`config.mk`:
```
export PLATFORM = sky130hd
export DESIGN_NAME = sha3_digest_squeezer
export DESIGN_NICKNAME = d
export VERILOG_FILES = /design/src/rtl/sha3_digest_squeezer.sv
export SDC_FILE = /design/constraint.sdc
export NUM_CORES = 1
export LEC_CHECK = 0
export ABC_AREA = 1
export CAP_MARGIN = 30
export CORE_AREA = 2 2 652 654
export DETAILED_ROUTE_END_ITERATION = 8
export DIE_AREA = 0 0 654 656
export PLACE_DENSITY_LB_ADDON = 0.08
export RECOVER_POWER = 25
export SETUP_SLACK_MARGIN = 0.5
export SYNTH_ARGS = -nofsm -noshare
export SYNTH_HDL_FRONTEND = slang
export SYNTH_SLANG_ARGS = --single-unit
```
`constraint.sdc`:
```
create_clock -name CLK -period 30 [get_ports CLK]
set_input_delay 6 -clock CLK [delete_from_list [all_inputs] [get_ports CLK]]
set_output_delay 6 -clock CLK [all_outputs]
set_load 0.03 [all_outputs]
```
`src/rtl/sha3_digest_squeezer.sv`:
```
// sha3_digest_squeezer
//
// Consumer end of the Keccak permutation core. On the one-cycle HASH_VALID
// pulse it captures the leading DIGEST_SIZE bits of the 1600-bit state. It
// then streams them out as WORD_WIDTH-bit words over a valid/ready interface.
// BUSY tells the front end that a digest is still draining.
//
// Ports:
//   CLK           rising-edge clock
//   A_RST         asynchronous active-high reset
//   CE            clock enable; every register holds while low
//   STATE_IN      permutation state, bit 0 is the first state bit
//   HASH_VALID    one-cycle pulse, STATE_IN holds the final hash state
//   DOUT          current digest word (DOUT[0] is the first bit)
//   DOUT_VALID    DOUT holds a valid word
//   DOUT_READY    downstream accepts the word
//   DOUT_LAST     DOUT is the final word of the digest
//   BUSY          digest is draining; upstream must not pulse HASH_VALID
//   OVERFLOW      sticky flag, a HASH_VALID was dropped
//   CLR_OVERFLOW  synchronous clear of OVERFLOW (CE-qualified)
module sha3_digest_squeezer #(
    parameter int DIGEST_SIZE = 256,
    parameter int WORD_WIDTH  = 64,
    parameter int BYTE_SWAP   = 0
) (
    input  logic                  CLK,
    input  logic                  A_RST,
    input  logic                  CE,
    input  logic [0:1599]         STATE_IN,
    input  logic                  HASH_VALID,
    output logic [0:WORD_WIDTH-1] DOUT,
    output logic                  DOUT_VALID,
    input  logic                  DOUT_READY,
    output logic                  DOUT_LAST,
    output logic                  BUSY,
    output logic                  OVERFLOW,
    input  logic                  CLR_OVERFLOW
);

    localparam int N      = (DIGEST_SIZE + WORD_WIDTH - 1) / WORD_WIDTH;
    localparam int BUF_W  = N * WORD_WIDTH;
    localparam int IDX_W  = (N > 1) ? $clog2(N) : 1;
    localparam int NBYTES = WORD_WIDTH / 8;
    localparam logic [IDX_W-1:0] LAST_IDX = IDX_W'(N - 1);

    typedef enum logic {IDLE, SEND} state_t;

    state_t                state_q,  state_d;
    logic [IDX_W-1:0]      idx_q,    idx_d;
    logic [0:BUF_W-1]      digest_q, digest_d;
    logic [0:WORD_WIDTH-1] dout_q,   dout_d;
    logic                  valid_q,  valid_d;
    logic                  last_q,   last_d;
    logic                  busy_q,   busy_d;
    logic                  ovf_q,    ovf_d;

    logic [0:BUF_W-1] capture;
    logic             transfer;
    logic             at_last;
    logic             load;
    logic             ovf_set;

    // Bits of STATE_IN beyond the digest are never looked at.
    if (DIGEST_SIZE < 1600) begin : g_unused
        logic unused_state_bits;
        assign unused_state_bits = ^STATE_IN[DIGEST_SIZE:1599];
    end

    // Picks word k out of a digest buffer and applies the optional byte
    // reversal. The word mux uses constant slices so it stays a plain mux.
    function automatic logic [0:WORD_WIDTH-1] select_word(
        input logic [0:BUF_W-1] src,
        input logic [IDX_W-1:0] k
    );
        logic [0:WORD_WIDTH-1] w;
        w = '0;
        for (int i = 0; i < N; i++) begin
            if (k == IDX_W'(i)) w = src[i*WORD_WIDTH +: WORD_WIDTH];
        end
        if (BYTE_SWAP != 0) begin
            select_word = '0;
            for (int j = 0; j < NBYTES; j++) begin
                select_word[j*8 +: 8] = w[(NBYTES-1-j)*8 +: 8];
            end
        end else begin
            select_word = w;
        end
    endfunction

    always_comb begin
        // The tail of a partial last word is zero-filled in the buffer.
        capture = '0;
        capture[0:DIGEST_SIZE-1] = STATE_IN[0:DIGEST_SIZE-1];

        transfer = valid_q & DOUT_READY & CE;
        at_last  = (idx_q == LAST_IDX);
        // A new digest is accepted when idle, or in the same cycle the
        // final word leaves, which gives back-to-back digests with no gap.
        load     = HASH_VALID & ((state_q == IDLE) | (transfer & at_last));
        ovf_set  = (state_q == SEND) & HASH_VALID & ~(transfer & at_last);

        state_d  = state_q;
        idx_d    = idx_q;
        digest_d = digest_q;
        dout_d   = dout_q;
        valid_d  = valid_q;
        last_d   = last_q;
        busy_d   = busy_q;
        ovf_d    = ovf_q;

        if (CE) begin
            if (load) begin
                state_d  = SEND;
                idx_d    = '0;
                digest_d = capture;
                dout_d   = select_word(capture, '0);
                valid_d  = 1'b1;
                last_d   = (N == 1);
                busy_d   = 1'b1;
            end else if (transfer) begin
                if (!at_last) begin
                    idx_d  = idx_q + IDX_W'(1);
                    dout_d = select_word(digest_q, idx_d);
                    last_d = (idx_d == LAST_IDX);
                end else begin
                    state_d = IDLE;
                    valid_d = 1'b0;
                    last_d  = 1'b0;
                    busy_d  = 1'b0;
                end
            end

            // Set beats clear when both happen together.
            if (ovf_set) begin
                ovf_d = 1'b1;
            end else if (CLR_OVERFLOW) begin
                ovf_d = 1'b0;
            end
        end
    end

    always_ff @(posedge CLK or posedge A_RST) begin
        if (A_RST) begin
            state_q  <= IDLE;
            idx_q    <= '0;
            digest_q <= '0;
            dout_q   <= '0;
            valid_q  <= 1'b0;
            last_q   <= 1'b0;
            busy_q   <= 1'b0;
            ovf_q    <= 1'b0;
        end else begin
            state_q  <= state_d;
            idx_q    <= idx_d;
            digest_q <= digest_d;
            dout_q   <= dout_d;
            valid_q  <= valid_d;
            last_q   <= last_d;
            busy_q   <= busy_d;
            ovf_q    <= ovf_d;
        end
    end

    assign DOUT       = dout_q;
    assign DOUT_VALID = valid_q;
    assign DOUT_LAST  = last_q;
    assign BUSY       = busy_q;
    assign OVERFLOW   = ovf_q;

endmodule

```
==> summary.md, run 1 <==
| Metric | Value |
|---|---|
| Design Area, Final | `27600 µm²` |
| Net count after synthesis | `3712` |
| Core ar. | `422000 µm²` |
| Slew @ Worst Pin | `4.86 ns` |
| Synth Warn # | `0` |
| Clock skew | `0.0408 ns` |
| Worst Setup Start Kind | `input pin` |
| DRC | `0` |
| CTS tree | `done` |
| Critical Path AT | `13.63 ns` |
| Routed Antenna Nets | `0` |
| Routed WL per cell | `16.0 µm` |
| Top-Level Pins | `1674` |
| Slowest stage delay, CP | `2.47 ns` |
| Total Nets Final | `3994` |
| CP delay by family, top | `simple AND/OR/NAND/NOR gates` |
| Cell count after placement | `7984` |
| Share of the synthesized area in the top cell type | `0.524` |
| Die Area | `429000 µm²` |
| Wirelength, routed | `129000 µm` |
| Number of global-route vias before repair | `16.6k` |
| Area contributors post-synth | `dfrtp_1, nand2_1, a21oi_1` |
| Area growth, synth to finish | `77.8%` |
| Via/cell ratio | `1.86` |
| Met1 Resource Use GR | `0.0813` |
| Cell leakage power | `10.6 nW` |
| Pin count of the biggest net entering global routing | `83` |
| DR pass1 iterations | `5` |
| Total power | `2.64 mW` |
| Netlist Area Pre-Place | `15500 µm²` |
| H-tree Lvls | `2` |
| Final hold violations | `0` |
| Grt ovf | `0` |
| Number of port buffers | `329` |
| M3 GR Usage | `0.00888` |
| Setup TNS | `0 ns` |
| Post-placement cell area | `25600 µm²` |
| CTS clk-pin slew, worst paths | `0.06 ns` |
| Crit Path Max Fanout | `68` |
| RePlAce Congestion | `0.628` |
| Postcts setup bufs | `0` |
| Syn_area_per_cell | `7.39 µm²` |
| Cell variety after synth | `17` |
| Die Y | `656 µm` |
| Gr usage total | `0.0597` |
| Most used cell, CP | `buf_4` |
| #FFs+latches synth | `325` |
| Status | `finished with violations` |
| Number of buffers created by CTS | `59` |
| CP bufs+invs | `5` |
| # setup viols final | `0` |
| R2r setup slk | `22.23 ns` |
| Cell row count | `239` |
| Initial antenna violation count | `60` |
| Most Crowded Layer GR | `met2` |
| Dominant cell type by area after synthesis | `dfrtp_1` |
| Seq/Total Area, Yosys | `0.524` |
| Tcrit/Tclk final | `0.436` |
| Pwr Density | `95.6 nW/µm²` |
| Post-cts sizing count | `0` |
| Final Non-Filler Cells | `8101` |
| RSZ-0062 raised after global routing | `false` |
| Worst slew margin | `-2.26` |
| Detail Placement HPWL | `90200 µm` |
| Max-slew violations | `243` |
| VDD IR max | `0.0467 mV` |
| Hold-fix buffer count after cts | `0` |
| Failing checks | `capacitance limit, slew limit` |
| Starting Density | `0.0368` |
| DR vias | `15.1k` |
| Peak Freq | `76.5 MHz` |
| Kind of critical path | `input pin to register` |
| Synth Instances | `2101` |
| Crit-path cells | `dlygate4sd3_1 > nand3_1 > nand2_1 > nand2_8 > buf_4 > nand2_8 > buf_4 > buf_4 > nand2_1 > clkinv_1 > a21oi_1` |
| Clock root cell | `clkbuf_16` |
| Drt first-iter violations | `740` |
| Critical path required time | `30.56 ns` |
| GR Util met2 | `0.0977` |
| Die Wd | `654 µm` |
| Sink Count | `325` |
| Worst skew pair latency | `0.71 ns` |
| Hold WC Path Type | `register to register` |
| Wire length of the first global-routing pass | `171000 µm` |
| FILL cells | `49.9k` |
| Clock tree buffer depth | `3` |
| Worst setup EP type | `register` |
| Layout cells sized above 1 | `0.0552` |
| Tmin final | `13.07 ns` |
| Slowest cell on crit path | `nand2_1` |
| Max-cap violations | `5` |
## cell usage in the layout, fill, tap and decap left out
cell type,Yosys,layout
nand3_1,134,134
inv_6,0,2
clkdlybuf4s50_1,0,326
inv_4,0,2
inv_8,0,1
inv_2,5,1
buf_4,4,28
nand2_8,0,2
ha_4,0,4
clkbuf_1,60,20
clkinv_2,0,2
clkinv_1,18,18
bufinv_16,0,4
nor2_1,128,128
o21ai_0,67,67
dlygate4sd3_1,0,2
diode_2,0,12
inv_1,52,50
a21oi_1,192,192
buf_16,0,3
ha_1,5,1
nand2_1,1027,1028
clkinv_8,0,2
clkbuf_8,0,17
dfrtp_1,325,325
clkinvlp_4,0,5
clkbuf_16,0,59
buf_12,0,1
clkinvlp_2,0,1
nand3b_1,1,1
## power breakdown
| group | internal (mW) | switching, mW | total [mW] |
|---|---|---|---|
| clock | 0.432 | 0.297 | 0.729 |
| combinational | 0.333 | 0.779 | 1.11 |
| sequential | 0.660 | 0.139 | 0.798 |
| total | 1.42 | 1.21 | 2.64 |
## flip-flops by register name, indices dropped and copies added, names as in the netlist
signal     flops
DOUT          64
DOUT_LAST      1
digest_q     256
BUSY           1
OVERFLOW       1
idx_q          2
## cell type report
cell class,instances,area [µm²],share of cell area
antenna,12,30.0,0.00109
clock buffer,91,1760,0.0636
clock inverter,13,200,0.00725
inverter,75,305,0.0111
multi-input combinational,1557,6470,0.234
sequential,325,8130,0.295
tap,5663,7090,0.257
timing repair buffer,365,3620,0.131
## Yosys cell counts
| cell | number |
|---|---|
| buf_1 | 6 |
| buf_4 | 4 |
| clkbuf_1 | 60 |
| ha_1 | 5 |
| nand3_1 | 134 |
| o21ai_0 | 67 |
| clkinv_1 | 18 |
| nand2_2 | 3 |
| a21oi_1 | 192 |
| nand3b_1 | 1 |
| nand2_1 | 1027 |
| buf_2 | 63 |
| buf_6 | 11 |
| inv_2 | 5 |
| inv_1 | 52 |
| nor2_1 | 128 |
| dfrtp_1 | 325 |
## routing by layer
| metal | part of all wire | wire length (µm) |
|---|---|---|
| met1 | 0.48 | 61600 |
| met3 | 0.040 | 5120 |
| met4 | 0.023 | 2940 |
| met2 | 0.46 | 59700 |
| met5 | 0.00042 | 54 |
## cells by family (layout without fill, tap and decap cells)
group | after synthesis | after routing | synth area share
AOI/OAI and AO/OA | 259 | 259 | 0.0835
and+or+nand+nor | 1293 | 1293 | 0.324
buffers and inverters | 219 | 544 | 0.0643
DFF | 325 | 325 | 0.524
other | 0 | 12 | 0
adders and majority gates | 5 | 5 | 0.00403
## per-stage QoR
| stage | hold slack, ns | util | setup WS (ns) |
|---|---|---|---|
| 6_report | 0.476 | 0.0654 | 16.93 |
| 5_1_grt | 0.494 | 0.0653 | 16.13 |
| 4_1_cts | 0.484 | 0.0653 | 19.43 |
| 3_5_place_dp | 0.466 | 0.0607 | 18.62 |
| 3_3_place_gp | 0.466 | 0.0606 | 18.57 |
| 2_1_floorplan | 0.449 | - | 15.00 |
## final timing paths
path | startpoint | end | depth (start not counted)
worst min-delay path | digest_q[65] | digest_q[65] | 2
worst max-delay path | CE | DOUT[38] | 11
worst max register to register | idx_q[0] | DOUT[38] | 11
worst min register to register | digest_q[65] | digest_q[65] | 2
min in group asynchronous | A_RST | digest_q[215] | 2
max in group asynchronous | A_RST | digest_q[49] | 5
## worst min-delay path, stage by stage (launching register included)
cell	delay, ns
dfrtp_1	0.34
nand2_1	0.05
nand2_1	0.05
Power figures use the tool's default switching activity.
==> run 2, diff against run 1 <==
clock period = 11.4 ns   (was 30 ns; I/O delays follow)
==> run 2 against run 1 <==
  * Final cell count about the same
  * Critical endpoint is now digest_q[250]
  * The flow still finishes with violations (capacitance limit, slew limit)
  * First-iteration DRC count is 19% lower
  * Utilization barely moved
  * Critical path depth fell by 2
  * Worst setup slack lost 12 ns
  * Register-to-register slack got worse by 16 ns
  * Global-route usage down 0.053 points
  * Clock skew is 0.085 ns higher
  * Die area is the same
  * Cell area fell by 0.37%
==> summary.md, run 2 (synthesis gave the netlist of run 1 again) <==
| Metric | Value |
|---|---|
| Status | `finished with violations` |
| Failing checks | `capacitance limit, slew limit` |
| Drt first-iter violations | `598 (-19%)` |
| DR vias | `15.1k (-0.17%)` |
| Setup TNS | `0 ns (unchanged)` |
| CTS clk-pin slew, worst paths | `0.06 ns (about the same)` |
| RR Startpoint | `idx_q[0]` |
| Slew @ Worst Pin | `2.37 ns (-2.49 ns)` |
| VDD IR max | `0.150 mV (+220%)` |
| Hold-fix buffer count after cts | `0 (unchanged)` |
| CTS tree | `done` |
| Top-Level Pins | `1674 (unchanged)` |
| Max-slew violations | `109 (-55%)` |
| Die Wd | `654 µm (unchanged)` |
| Total Nets Final | `3991 (-0.075%)` |
| Most used cell, CP | `nand2_1` |
| Wirelength, routed | `128000 µm (-0.73%)` |
| Length in cells of the worst reg-to-reg path | `9 (-2)` |
| Crit Path Max Fanout | `63 (-7.4%)` |
| Hold WC Path Type | `register to register` |
| CP startpoint | `CE` |
| Pwr Density | `250 nW/µm² (+160%)` |
| R2r setup slk | `6.51 ns (-15.72 ns)` |
| Biggest register | `digest_q` |
| Crit-path cells | `dlygate4sd3_1 > nand3_1 > nand2_1 > nand2_8 > buf_12 > buf_4 > buf_4 > nand2_1 > nand2_1` |
| Sink Count | `325 (unchanged)` |
| Total power | `6.89 mW (+160%)` |
| Clock skew | `0.126 ns (+0.0851 ns)` |
| Gr usage total | `0.0591 (-0.000530)` |
| Number of buffers created by CTS | `58 (-1.7%)` |
| Pint | `3.68 mW (+160%)` |
| Combinational group share of total power | `0.425 (+0.004)` |
| Post-cts sizing count | `0 (unchanged)` |
| Flop pwr share | `0.305 (+0.002)` |
| Final hold violations | `0 (unchanged)` |
| Wire length of the first global-routing pass | `169000 µm (-1.1%)` |
| Max FFs per register | `256 (unchanged)` |
| Slowest stage delay, CP | `0.88 ns (-1.59 ns)` |
| Clock root cell | `clkbuf_16` |
| H-tree Lvls | `2 (unchanged)` |
| Routed WL per cell | `15.9 µm (-0.63%)` |
| Most frequent cells in the layout | `nand2_1, clkdlybuf4s50_1, dfrtp_1` |
| Grt ovf | `0 (unchanged)` |
| Number of global-route vias before repair | `16.6k (+0.14%)` |
| Clock network fraction of design power | `0.270 (-0.006)` |
| Critical path required time | `12.06 ns (-18.50 ns)` |
| Postcts setup bufs | `0 (unchanged)` |
| Critical Path AT | `7.03 ns (-6.60 ns)` |
| Final Non-Filler Cells | `8093 (-0.099%)` |
| Slowest cell on crit path | `nand2_1` |
| Tmin final | `6.38 ns` |
| Area growth, synth to finish | `77.2%` |
| Commonest non-fill, non-tap cell in the layout | `nand2_1` |
| Worst slew margin | `-0.580 (+1.68)` |
| Worst skew pair latency | `0.78 ns (+0.07 ns)` |
| Die Y | `656 µm (unchanged)` |
| FILL cells | `50.0k (+0.12%)` |
| Clock tree buffer depth | `3 (unchanged)` |
| Hold path depth | `2 (unchanged)` |
| Via/cell ratio | `1.86 (about the same)` |
| # setup viols final | `0 (unchanged)` |
| DRC | `0 (unchanged)` |
| Die Area | `429000 µm² (unchanged)` |
| Cell count after placement | `7983 (-0.013%)` |
| Detail Placement HPWL | `90100 µm (-0.13%)` |
| Routed Antenna Nets | `0 (unchanged)` |
| Number of port buffers | `329 (unchanged)` |
| Hold_sp | `digest_q[171]` |
| Max-cap violations | `4 (-1)` |
| Core ar. | `422000 µm² (unchanged)` |
| Kind of critical path | `input pin to register` |
| Tcrit/Tclk final | `0.559` |
| DR pass1 iterations | `4 (-1)` |
| Worst Setup Start Kind | `input pin` |
| Worst setup EP type | `register` |
| Layout cells sized above 1 | `0.0545 (-0.000735)` |
| Worst flop-to-flop path endpoint | `digest_q[250]` |
| Starting Density | `0.0368 (unchanged)` |
| Cell leakage power | `10.5 nW (-0.21%)` |
| Sw frac | `0.465 (+0.00483)` |
| Pin count of the biggest net entering global routing | `103 (+24%)` |
| RSZ-0062 raised after global routing | `false` |
| Net switching power | `3.20 mW (+160%)` |
| Peak Freq | `157 MHz` |
| Cell row count | `239 (unchanged)` |
| Hold Path End | `digest_q[171]` |
| RePlAce Congestion | `0.622 (-0.94%)` |
| Initial antenna violation count | `61 (+1.7%)` |
run 2: cell count changes in the layout (fill, tap and decap cells not counted), moves of 2 or more:
cell,delta
clkinv_8,-2
buf_12,+3
clkinv_16,+3
clkbuf_8,-5
clkbuf_1,-2
clkinv_2,+9
diode_2,-4
clkinvlp_4,-4
buf_16,-3
run 2: how the worst max path moves through the flow:
stage,depth (start not counted),endpoint,slack (ns)
2_1_floorplan,1,BUSY,4.78
3_3_place_gp,9,digest_q[188],4.99
3_5_place_dp,9,digest_q[63],4.94
4_1_cts,9,digest_q[250],5.79
5_1_grt,9,digest_q[63],4.53
6_report,9,digest_q[250],5.02
run 2: critical path, delay by kind of cell:
family,cells,cell delay (ns)
buf+inv,4,2.45
simple gates,5,2.06
run 2: per-layer routing:
metal	up-vias	GRT usage	share of wire
met5	-	0	0.00092
met4	20	0.0166	0.026
met3	164	0.0122	0.045
met2	360	0.0980	0.46
met1	7364	0.0769	0.46
li1	7160	-	-
run 2: power by group through the flow:
stage / Clock (mW) / Sequential [mW] / Combinational [mW]
after global routing: 2.02 / 2.19 / 3.33
after detailed placement: 0 / 2.13 / 3.15
after CTS: 2.00 / 2.12 / 3.17
after global placement: 0 / 2.13 / 3.19
final: 1.86 / 2.10 / 2.92
after floorplan: 0 / 2.23 / 1.34
run 2: through the flow:
| step | util | area (µm²) | hold slack, ns | setup WS [ns] |
|---|---|---|---|---|
| 2_1_floorplan | - | 15500 | 0.449 | 4.78 |
| 3_3_place_gp | 0.0606 | 25600 | 0.466 | 4.99 |
| 3_5_place_dp | 0.0607 | 25600 | 0.466 | 4.94 |
| 4_1_cts | 0.0652 | 27500 | 0.482 | 5.79 |
| 5_1_grt | 0.0651 | 27500 | 0.497 | 4.53 |
| 6_report | 0.0651 | 27500 | 0.476 | 5.02 |
run 2: area by class of cell:
class	count	area (µm²)	area share
inverter	75	303	0.0110
sequential	325	8130	0.296
tap	5663	7090	0.258
clock buffer	84	1660	0.0603
timing repair buffer	363	3590	0.131
antenna	8	20.0	0.000728
multi-input combinational	1557	6470	0.235
clock inverter	18	243	0.00883
